--- src/rtl/tdoa_pkg.sv ---
// -----------------------------------------------------------------------------
// tdoa_pkg
// Shared definitions for the TDOA lag estimator:
//   MIC_NUM   number of surrounding microphones (one correlator lane each)
//   LAG_W     width of each signed lag output word
//   state_e   frame sequencing states
//   cnt_width counter width that holds a full frame of agreements
// -----------------------------------------------------------------------------
package tdoa_pkg;

  localparam int MIC_NUM = 6;
  localparam int LAG_W   = 32;

  typedef enum logic [1:0] {
    ACCUM,
    SEARCH,
    WAIT,
    EMIT
  } state_e;

  // Every sample of a frame can agree, so the counter must reach FRAME_LEN.
  function automatic int cnt_width(input int frame_len);
    return $clog2(frame_len + 1);
  endfunction

endpackage

--- src/rtl/xcorr_lane.sv ---
// -----------------------------------------------------------------------------
// xcorr_lane
// One microphone pair of the sign-bit cross-correlator. Delays the mic sign by
// MAX_LAG samples, counts sign agreements against every reference tap, and
// scans the counters for the best-scoring lag index.
// Ports:
//   clk, rst        clock, synchronous active-high reset
//   sample_valid_i  shifts the mic delay line (in any state)
//   mic_sign_i      sign bit of the incoming mic sample
//   ref_taps_i      sign(ref[n-d]) for d = 0..2*MAX_LAG, current sample at d=0
//   acc_en_i        count agreements for the sample arriving this cycle
//   scan_en_i       compare counter[lag_idx_i] with the running best
//   lag_idx_i       lag index being scanned (lag = index - MAX_LAG)
//   clear_i         clear counters and best registers for the next frame
//   best_idx_o      index of the highest score seen so far
// -----------------------------------------------------------------------------
module xcorr_lane
  import tdoa_pkg::*;
#(
  parameter  int MAX_LAG = 6,
  parameter  int CNT_W   = 11,
  localparam int NLAG    = 2 * MAX_LAG + 1,
  localparam int IDX_W   = $clog2(NLAG)
) (
  input  logic             clk,
  input  logic             rst,
  input  logic             sample_valid_i,
  input  logic             mic_sign_i,
  input  logic [NLAG-1:0]  ref_taps_i,
  input  logic             acc_en_i,
  input  logic             scan_en_i,
  input  logic [IDX_W-1:0] lag_idx_i,
  input  logic             clear_i,
  output logic [IDX_W-1:0] best_idx_o
);

  // mic_line_q[j] = sign(mic[n-1-j]) before the shift, so the oldest entry is
  // sign(mic[n-MAX_LAG]) for the sample arriving this cycle.
  logic [MAX_LAG-1:0] mic_line_q;
  logic               mic_tap;
  logic [CNT_W-1:0]   cnt_q [NLAG];
  logic [CNT_W-1:0]   best_score_q;
  logic [IDX_W-1:0]   best_idx_q;

  assign mic_tap = mic_line_q[MAX_LAG-1];

  always_ff @(posedge clk) begin
    // NOTE: sequential state uses non-blocking assignments so every register
    // samples pre-edge values regardless of statement order.
    if (rst) begin
      mic_line_q <= '0;
    end else if (sample_valid_i) begin
      mic_line_q[0] <= mic_sign_i;
      for (int j = 1; j < MAX_LAG; j++) mic_line_q[j] <= mic_line_q[j-1];
    end
  end

  always_ff @(posedge clk) begin
    // NOTE: the counter array is reset explicitly; a reset mid-frame must
    // discard partial scores, so these stay flops rather than a RAM.
    if (rst || clear_i) begin
      for (int i = 0; i < NLAG; i++) cnt_q[i] <= '0;
    end else if (acc_en_i) begin
      for (int i = 0; i < NLAG; i++) begin
        if (mic_tap == ref_taps_i[i]) cnt_q[i] <= cnt_q[i] + CNT_W'(1);
      end
    end
  end

  // Strictly-greater replacement keeps the earliest (most negative) lag on ties.
  always_ff @(posedge clk) begin
    if (rst || clear_i) begin
      best_score_q <= '0;
      best_idx_q   <= '0;
    end else if (scan_en_i && (cnt_q[lag_idx_i] > best_score_q)) begin
      best_score_q <= cnt_q[lag_idx_i];
      best_idx_q   <= lag_idx_i;
    end
  end

  assign best_idx_o = best_idx_q;

endmodule

--- src/rtl/tdoa_lag_estimator.sv ---
// -----------------------------------------------------------------------------
// tdoa_lag_estimator
// Sign-bit cross-correlation of a reference mic against six surrounding mics
// over a frame of FRAME_LEN samples; reports the best lag per pair and pulses
// ena to start the downstream position calculator.
// Ports:
//   clk, rst       clock, synchronous active-high reset
//   sample_valid   one-cycle strobe, new samples on mic_ref / mic_data
//   mic_ref        reference (centre) microphone, signed PCM
//   mic_data[k]    surrounding microphone k, signed PCM
//   pos_ready      downstream idle, may accept ena
//   lag_diff[k]    best lag for pair k, sign-extended, held until next ena
//   ena            one-cycle pulse, lag_diff updated this cycle
//   busy           high whenever the frame sequencer is not accumulating
//   overrun        sticky: a sample arrived while not accumulating
// -----------------------------------------------------------------------------
module tdoa_lag_estimator
  import tdoa_pkg::*;
#(
  parameter int SW        = 16,
  parameter int MAX_LAG   = 6,
  parameter int FRAME_LEN = 1024
) (
  input  logic                    clk,
  input  logic                    rst,
  input  logic                    sample_valid,
  input  logic signed [SW-1:0]    mic_ref,
  input  logic signed [SW-1:0]    mic_data [0:MIC_NUM-1],
  input  logic                    pos_ready,
  output logic signed [LAG_W-1:0] lag_diff [0:MIC_NUM-1],
  output logic                    ena,
  output logic                    busy,
  output logic                    overrun
);

  localparam int NLAG  = 2 * MAX_LAG + 1;
  localparam int IDX_W = $clog2(NLAG);
  localparam int CNT_W = cnt_width(FRAME_LEN);

  state_e                 state_q, state_d;
  logic [CNT_W-1:0]       frame_cnt_q;
  logic [IDX_W-1:0]       lag_idx_q;
  logic [NLAG-2:0]        ref_hist_q;
  logic [NLAG-1:0]        ref_taps;
  logic                   busy_q, ena_q, overrun_q;
  logic signed [LAG_W-1:0] lag_q [MIC_NUM];
  logic [IDX_W-1:0]       best_idx [MIC_NUM];
  logic                   acc_en, scan_en, clear, load_out;
  logic [MIC_NUM:0]       unused_mag;

  // Tap d holds sign(ref[n-d]) for the sample arriving now: the live sign bit
  // is tap 0 and the stored history supplies taps 1..2*MAX_LAG.
  assign ref_taps = {ref_hist_q, mic_ref[SW-1]};

  // Only sign bits feed the correlator; magnitude bits are deliberately dropped.
  assign unused_mag[MIC_NUM] = ^mic_ref[SW-2:0];

  for (genvar k = 0; k < MIC_NUM; k++) begin : g_lane
    xcorr_lane #(
      .MAX_LAG (MAX_LAG),
      .CNT_W   (CNT_W)
    ) u_lane (
      .clk            (clk),
      .rst            (rst),
      .sample_valid_i (sample_valid),
      .mic_sign_i     (mic_data[k][SW-1]),
      .ref_taps_i     (ref_taps),
      .acc_en_i       (acc_en),
      .scan_en_i      (scan_en),
      .lag_idx_i      (lag_idx_q),
      .clear_i        (clear),
      .best_idx_o     (best_idx[k])
    );
    assign unused_mag[k] = ^mic_data[k][SW-2:0];
  end

  always_comb begin
    // NOTE: every output of this block gets a default first, so no path
    // through the case can leave a signal unassigned and infer a latch.
    state_d  = state_q;
    acc_en   = 1'b0;
    scan_en  = 1'b0;
    clear    = 1'b0;
    load_out = 1'b0;
    unique case (state_q)
      ACCUM: begin
        if (sample_valid) begin
          acc_en = 1'b1;
          if (frame_cnt_q == CNT_W'(FRAME_LEN - 1)) state_d = SEARCH;
        end
      end
      SEARCH: begin
        scan_en = 1'b1;
        if (lag_idx_q == IDX_W'(NLAG - 1)) state_d = WAIT;
      end
      WAIT: begin
        if (pos_ready) begin
          load_out = 1'b1;
          state_d  = EMIT;
        end
      end
      EMIT: begin
        clear   = 1'b1;
        state_d = ACCUM;
      end
      default: state_d = ACCUM;
    endcase
  end

  always_ff @(posedge clk) begin
    if (rst) begin
      state_q     <= ACCUM;
      frame_cnt_q <= '0;
      lag_idx_q   <= '0;
      ref_hist_q  <= '0;
      busy_q      <= 1'b0;
      ena_q       <= 1'b0;
      overrun_q   <= 1'b0;
      for (int k = 0; k < MIC_NUM; k++) lag_q[k] <= '0;
    end else begin
      state_q <= state_d;
      busy_q  <= (state_d != ACCUM);
      ena_q   <= load_out;

      if (sample_valid) ref_hist_q <= ref_taps[NLAG-2:0];
      if (sample_valid && (state_q != ACCUM)) overrun_q <= 1'b1;

      if (clear)       frame_cnt_q <= '0;
      else if (acc_en) frame_cnt_q <= frame_cnt_q + CNT_W'(1);

      if (scan_en) lag_idx_q <= (lag_idx_q == IDX_W'(NLAG - 1)) ? '0 : lag_idx_q + IDX_W'(1);

      if (load_out) begin
        for (int k = 0; k < MIC_NUM; k++) lag_q[k] <= LAG_W'(int'(best_idx[k]) - MAX_LAG);
      end
    end
  end

  assign lag_diff = lag_q;
  assign ena      = ena_q;
  assign busy     = busy_q;
  assign overrun  = overrun_q;

endmodule

--- config.mk ---
export PLATFORM = sky130hd
export DESIGN_NAME = tdoa_lag_estimator
export DESIGN_NICKNAME = d
export VERILOG_FILES = /design/src/rtl/tdoa_pkg.sv /design/src/rtl/xcorr_lane.sv /design/src/rtl/tdoa_lag_estimator.sv
export SDC_FILE = /design/constraint.sdc
export NUM_CORES = 2
export LEC_CHECK = 0
export BUFFER_PORTS_ARGS = -buffer_cell sky130_fd_sc_hd__buf_2
export CAP_MARGIN = 20
export CORE_MARGIN = 2
export CORE_UTILIZATION = 40
export DETAILED_ROUTE_END_ITERATION = 12
export HOLD_SLACK_MARGIN = 0.12
export MAX_ROUTING_LAYER = met4
export PLACE_DENSITY_LB_ADDON = 0.25
export SYNTH_ARGS = -nofsm -noshare
export SYNTH_HDL_FRONTEND = slang
export SYNTH_SLANG_ARGS = --single-unit
--- constraint.sdc ---
create_clock -name clk -period 4.5 [get_ports clk]
set_input_delay 0.225 -clock clk [delete_from_list [all_inputs] [get_ports clk]]
set_output_delay 0.225 -clock clk [all_outputs]
set_load 0.01 [all_outputs]
==> impl_summary.log <==
[metrics] die area: 152,000 um^2
[metrics] mean instance size in the synthesized netlist: 10.7 um^2
[metrics] arrival time of the worst setup path: 4780 ps
[metrics] TritonCTS clock tree: done
[metrics] Slew @ Worst Pin: 1150 ps
[metrics] number of detailed-route iterations in the first pass: 5
[metrics] Std-Cell Rows: around 140
[metrics] total global-route track usage: 0.196
[metrics] power density over cell area: 361 nW/um^2
[metrics] width of the die: ~390 um
[metrics] RSZ-0062 raised after global routing: no
[metrics] starting utilization of the core area: 0.403
[metrics] ratio of cells with drive above 1 in the final layout: 0.129
[metrics] via count of the routed design: 40,900
[metrics] list of most frequent post-synthesis cells: sky130_fd_sc_hd__nor2_1, sky130_fd_sc_hd__edfxtp_1, sky130_fd_sc_hd__xor2_1, sky130_fd_sc_hd__nand3_1, sky130_fd_sc_hd__nand2_1
[metrics] buffer type at the clock tree root: sky130_fd_sc_hd__clkbuf_16
[metrics] number of diodes added for antenna fixing: 0
[metrics] largest net degree at the start of global routing: 96
[metrics] run status: finished, final reports clean
[metrics] max-slew violation count: 0
[metrics] Post-synth EDFFs: 858
[metrics] worst-case hold slack: 189 ps
[metrics] maximum vdd drop: 0.305 mV
[metrics] post-synthesis sequential element count: 1,050
[metrics] Mapped Nets: approximately 5,800
[metrics] most frequent cell after synthesis: sky130_fd_sc_hd__nor2_1
[metrics] final weighted congestion of routability-driven global placement: about 0.86
[metrics] clock insertion delay at the later pin of the skew report: 770 ps
[metrics] CTS clk-pin slew, worst paths: roughly 60 ps
[metrics] count of unique library cells instantiated by Yosys: 49
[metrics] TritonCTS Sinks: 1,050
[metrics] Synth Cell Area: about 60,000 um^2
[metrics] Synth area leaders: sky130_fd_sc_hd__edfxtp_1, sky130_fd_sc_hd__mux4_2, sky130_fd_sc_hd__xor2_1, sky130_fd_sc_hd__dfxtp_1, sky130_fd_sc_hd__nor2_1
[metrics] startpoint types: register
[metrics] final critical-path setup slack: 360 ps
[metrics] number of remaining DRC errors: 0
[metrics] worst slack at placement: 392 ps
[metrics] Largest stage delay, worst path: 750 ps
[metrics] critical path peak fanout: 28
[metrics] critical path data required time: 5140 ps
[metrics] number of antenna violations at the first check in global routing: 0
[metrics] top cell type's share of synthesized area: 0.433
[metrics] Worst Hold Class: input port to register
[metrics] utilization after layout: 0.446
[metrics] number of warnings printed during yosys synthesis: 0
[metrics] Antenna Nets Post-Route: 0
[metrics] via density per instance: roughly 5.4
[metrics] port bufs: 205
[metrics] Setup violations, final: 0
[metrics] Crit-path slowest cell: sky130_fd_sc_hd__a21oi_1
[metrics] buffer levels on the longest clock path: 3
[metrics] Layout Area Growth over Synthesis: 10.7%
[metrics] critical setup path kind: register to register
[metrics] DRT iter0 DRCs: 3,550
[metrics] area of the placeable core: about 150,000 um^2
[metrics] sequential fraction of the synthesis area: 0.497
[metrics] part of the cycle the worst path needs: 0.920
[metrics] number of nets in the finished design: 5,850
[metrics] number of placed I/O pins: just over 300
[metrics] ordered list of cells on the worst path: or2_2, buf_4, o22ai_1, a21oi_1, ha_1, nand3_1, o41ai_1, a21oi_1, nand2_1, mux2i_1
[metrics] library cell occupying the most area in the post-synthesis netlist: sky130_fd_sc_hd__edfxtp_1
[metrics] proportion of synthesized flip-flops having asynchronous set or reset: 0
[metrics] final routed wirelength across all metal layers: ~150 mm
[metrics] detailed placement HPWL: between 100 and 150 mm
[metrics] most common flop cell mapped by yosys: sky130_fd_sc_hd__edfxtp_1
[metrics] top achievable clock speed: 242 MHz
[metrics] post-synthesis cell count: 5,539
[metrics] worst max-slew margin expressed relative to the limit: 0.232
[metrics] setup_tns: 0 ps
[metrics] global-route wire length before repair: 229 mm
[metrics] capturing element type of the critical path: register
[metrics] number of buffers created by CTS: 117
[metrics] cell occurring most often along the worst timing path: sky130_fd_sc_hd__a21oi_1
[metrics] Die H: ~400 um
[metrics] clock period minus worst slack: 4140 ps
[metrics] number of post-CTS setup repair buffers: 0
[metrics] post-route clock skew: between 40 and 50 ps
[metrics] leakage power of the design: 24.3 nW
[metrics] H-tree lvl count: 3
[metrics] total global routing overflow: 0
[metrics] drt wl/cell: 19.2 um
[metrics] via count of the first global-routing pass: 39,200
[metrics] # Max-Cap Violations: 0
[metrics] Hold Vio Cnt, Final: 0
## flip-flops by register name, indices dropped and copies added, names as in the netlist, named ones only
register	count
busy	1
ena	1
frame_cnt_q	11
g_lane.u_lane.best_idx_o	24
g_lane.u_lane.best_score_q	66
g_lane.u_lane.cnt_q	858
g_lane.u_lane.mic_line_q	36
lag_diff	30
lag_idx_q	4
overrun	1
ref_hist_q	12
state_q	2
## path summary, 6_finish.rpt
path	start	endpoint	slack (ps)	cells past startpoint
max	register	g_lane[5].u_lane.best_idx_o[0]	360	10
min	sample_valid	g_lane[4].u_lane.mic_line_q[5]	190	4
max reg2reg	register	g_lane[5].u_lane.best_idx_o[0]	360	10
min reg2reg	g_lane[5].u_lane.best_idx_o[0]	lag_diff[0]	450	2
## report_power, final
group          switching, mW  internal [mW]
sequential             0.787           11.2
clock                   4.18           5.78
combinational           1.02          0.805
## placed cells by master, fill, tap and decap left out, types with 26 or more instances in the layout
master,synthesis,layout
sky130_fd_sc_hd__mux2i_1,138,138
sky130_fd_sc_hd__buf_2,76,203
sky130_fd_sc_hd__dfxtp_1,192,187
sky130_fd_sc_hd__mux4_2,198,198
sky130_fd_sc_hd__o21ai_1,2,27
sky130_fd_sc_hd__clkinv_2,0,26
sky130_fd_sc_hd__o21ai_0,202,177
sky130_fd_sc_hd__and3_1,175,175
sky130_fd_sc_hd__buf_4,191,122
sky130_fd_sc_hd__nor2_1,995,995
sky130_fd_sc_hd__o22ai_1,66,66
sky130_fd_sc_hd__ha_1,153,153
sky130_fd_sc_hd__xor2_1,466,466
sky130_fd_sc_hd__and2_1,33,33
sky130_fd_sc_hd__a21oi_1,229,228
sky130_fd_sc_hd__edfxtp_1,858,858
sky130_fd_sc_hd__xnor2_1,277,277
sky130_fd_sc_hd__nand3_1,383,383
sky130_fd_sc_hd__clkbuf_1,142,29
sky130_fd_sc_hd__clkbuf_16,0,118
sky130_fd_sc_hd__or3_1,114,114
sky130_fd_sc_hd__inv_1,163,163
sky130_fd_sc_hd__nand2_1,287,287
sky130_fd_sc_hd__nand4_1,71,71
## per-layer routing
| layer | GRT usage | wire, um | vias to the layer above |
|---|---|---|---|
| met3 | 0.0270 | 7350 | 213 |
| met5 | - | 0 | - |
| li1 | - | - | 19700 |
| met1 | 0.275 | 68300 | 20200 |
| met2 | 0.298 | 67000 | 876 |
| met4 | 0.0517 | 3660 | 0 |
## area by class of cell
cell class              count  area, um^2
flip-flops and latches   1050       29600
clock inverters            69         795
repair buffers            353        2390
fillers                 13800       81900
well taps                1930        2410
multi-input cells        3896       26900
inverters                 163         612
clock buffers             155        3170
## metrics by stage
stage	instances	area (um^2)	total power, mW
finish	7616	65900	23.8
global route	7616	65900	24.7
CTS	7612	65900	24.0
detailed placement	7379	61800	14.0
global placement	7378	61800	14.0
floorplan	5539	59500	13.3
## timing repair
item / CTS / global route
hold buffers: 9 / 0
endpoints found under the hold margin: 31 / 0
gates resized for setup: 0 / 0
## critical path, delay by kind of cell (launching register included)
family	cells	cell delay, ps
buffers and inverters	1	370
multiplexers	1	190
AO/OA/AOI/OAI	4	1290
flip-flops	1	720
adder cells (fa/ha/maj)	1	280
AND/OR/NAND/NOR	3	1110
## cells by family after synthesis
kind of cell,Yosys count,share of synthesized area
flops,1050,0.497
buf+inv,593,0.0514
simple gates,2101,0.159
xor+xnor,743,0.109
compound gates,563,0.0522
fa+ha+maj,153,0.0322
mux,336,0.0981
Power figures use the tool's default switching activity.
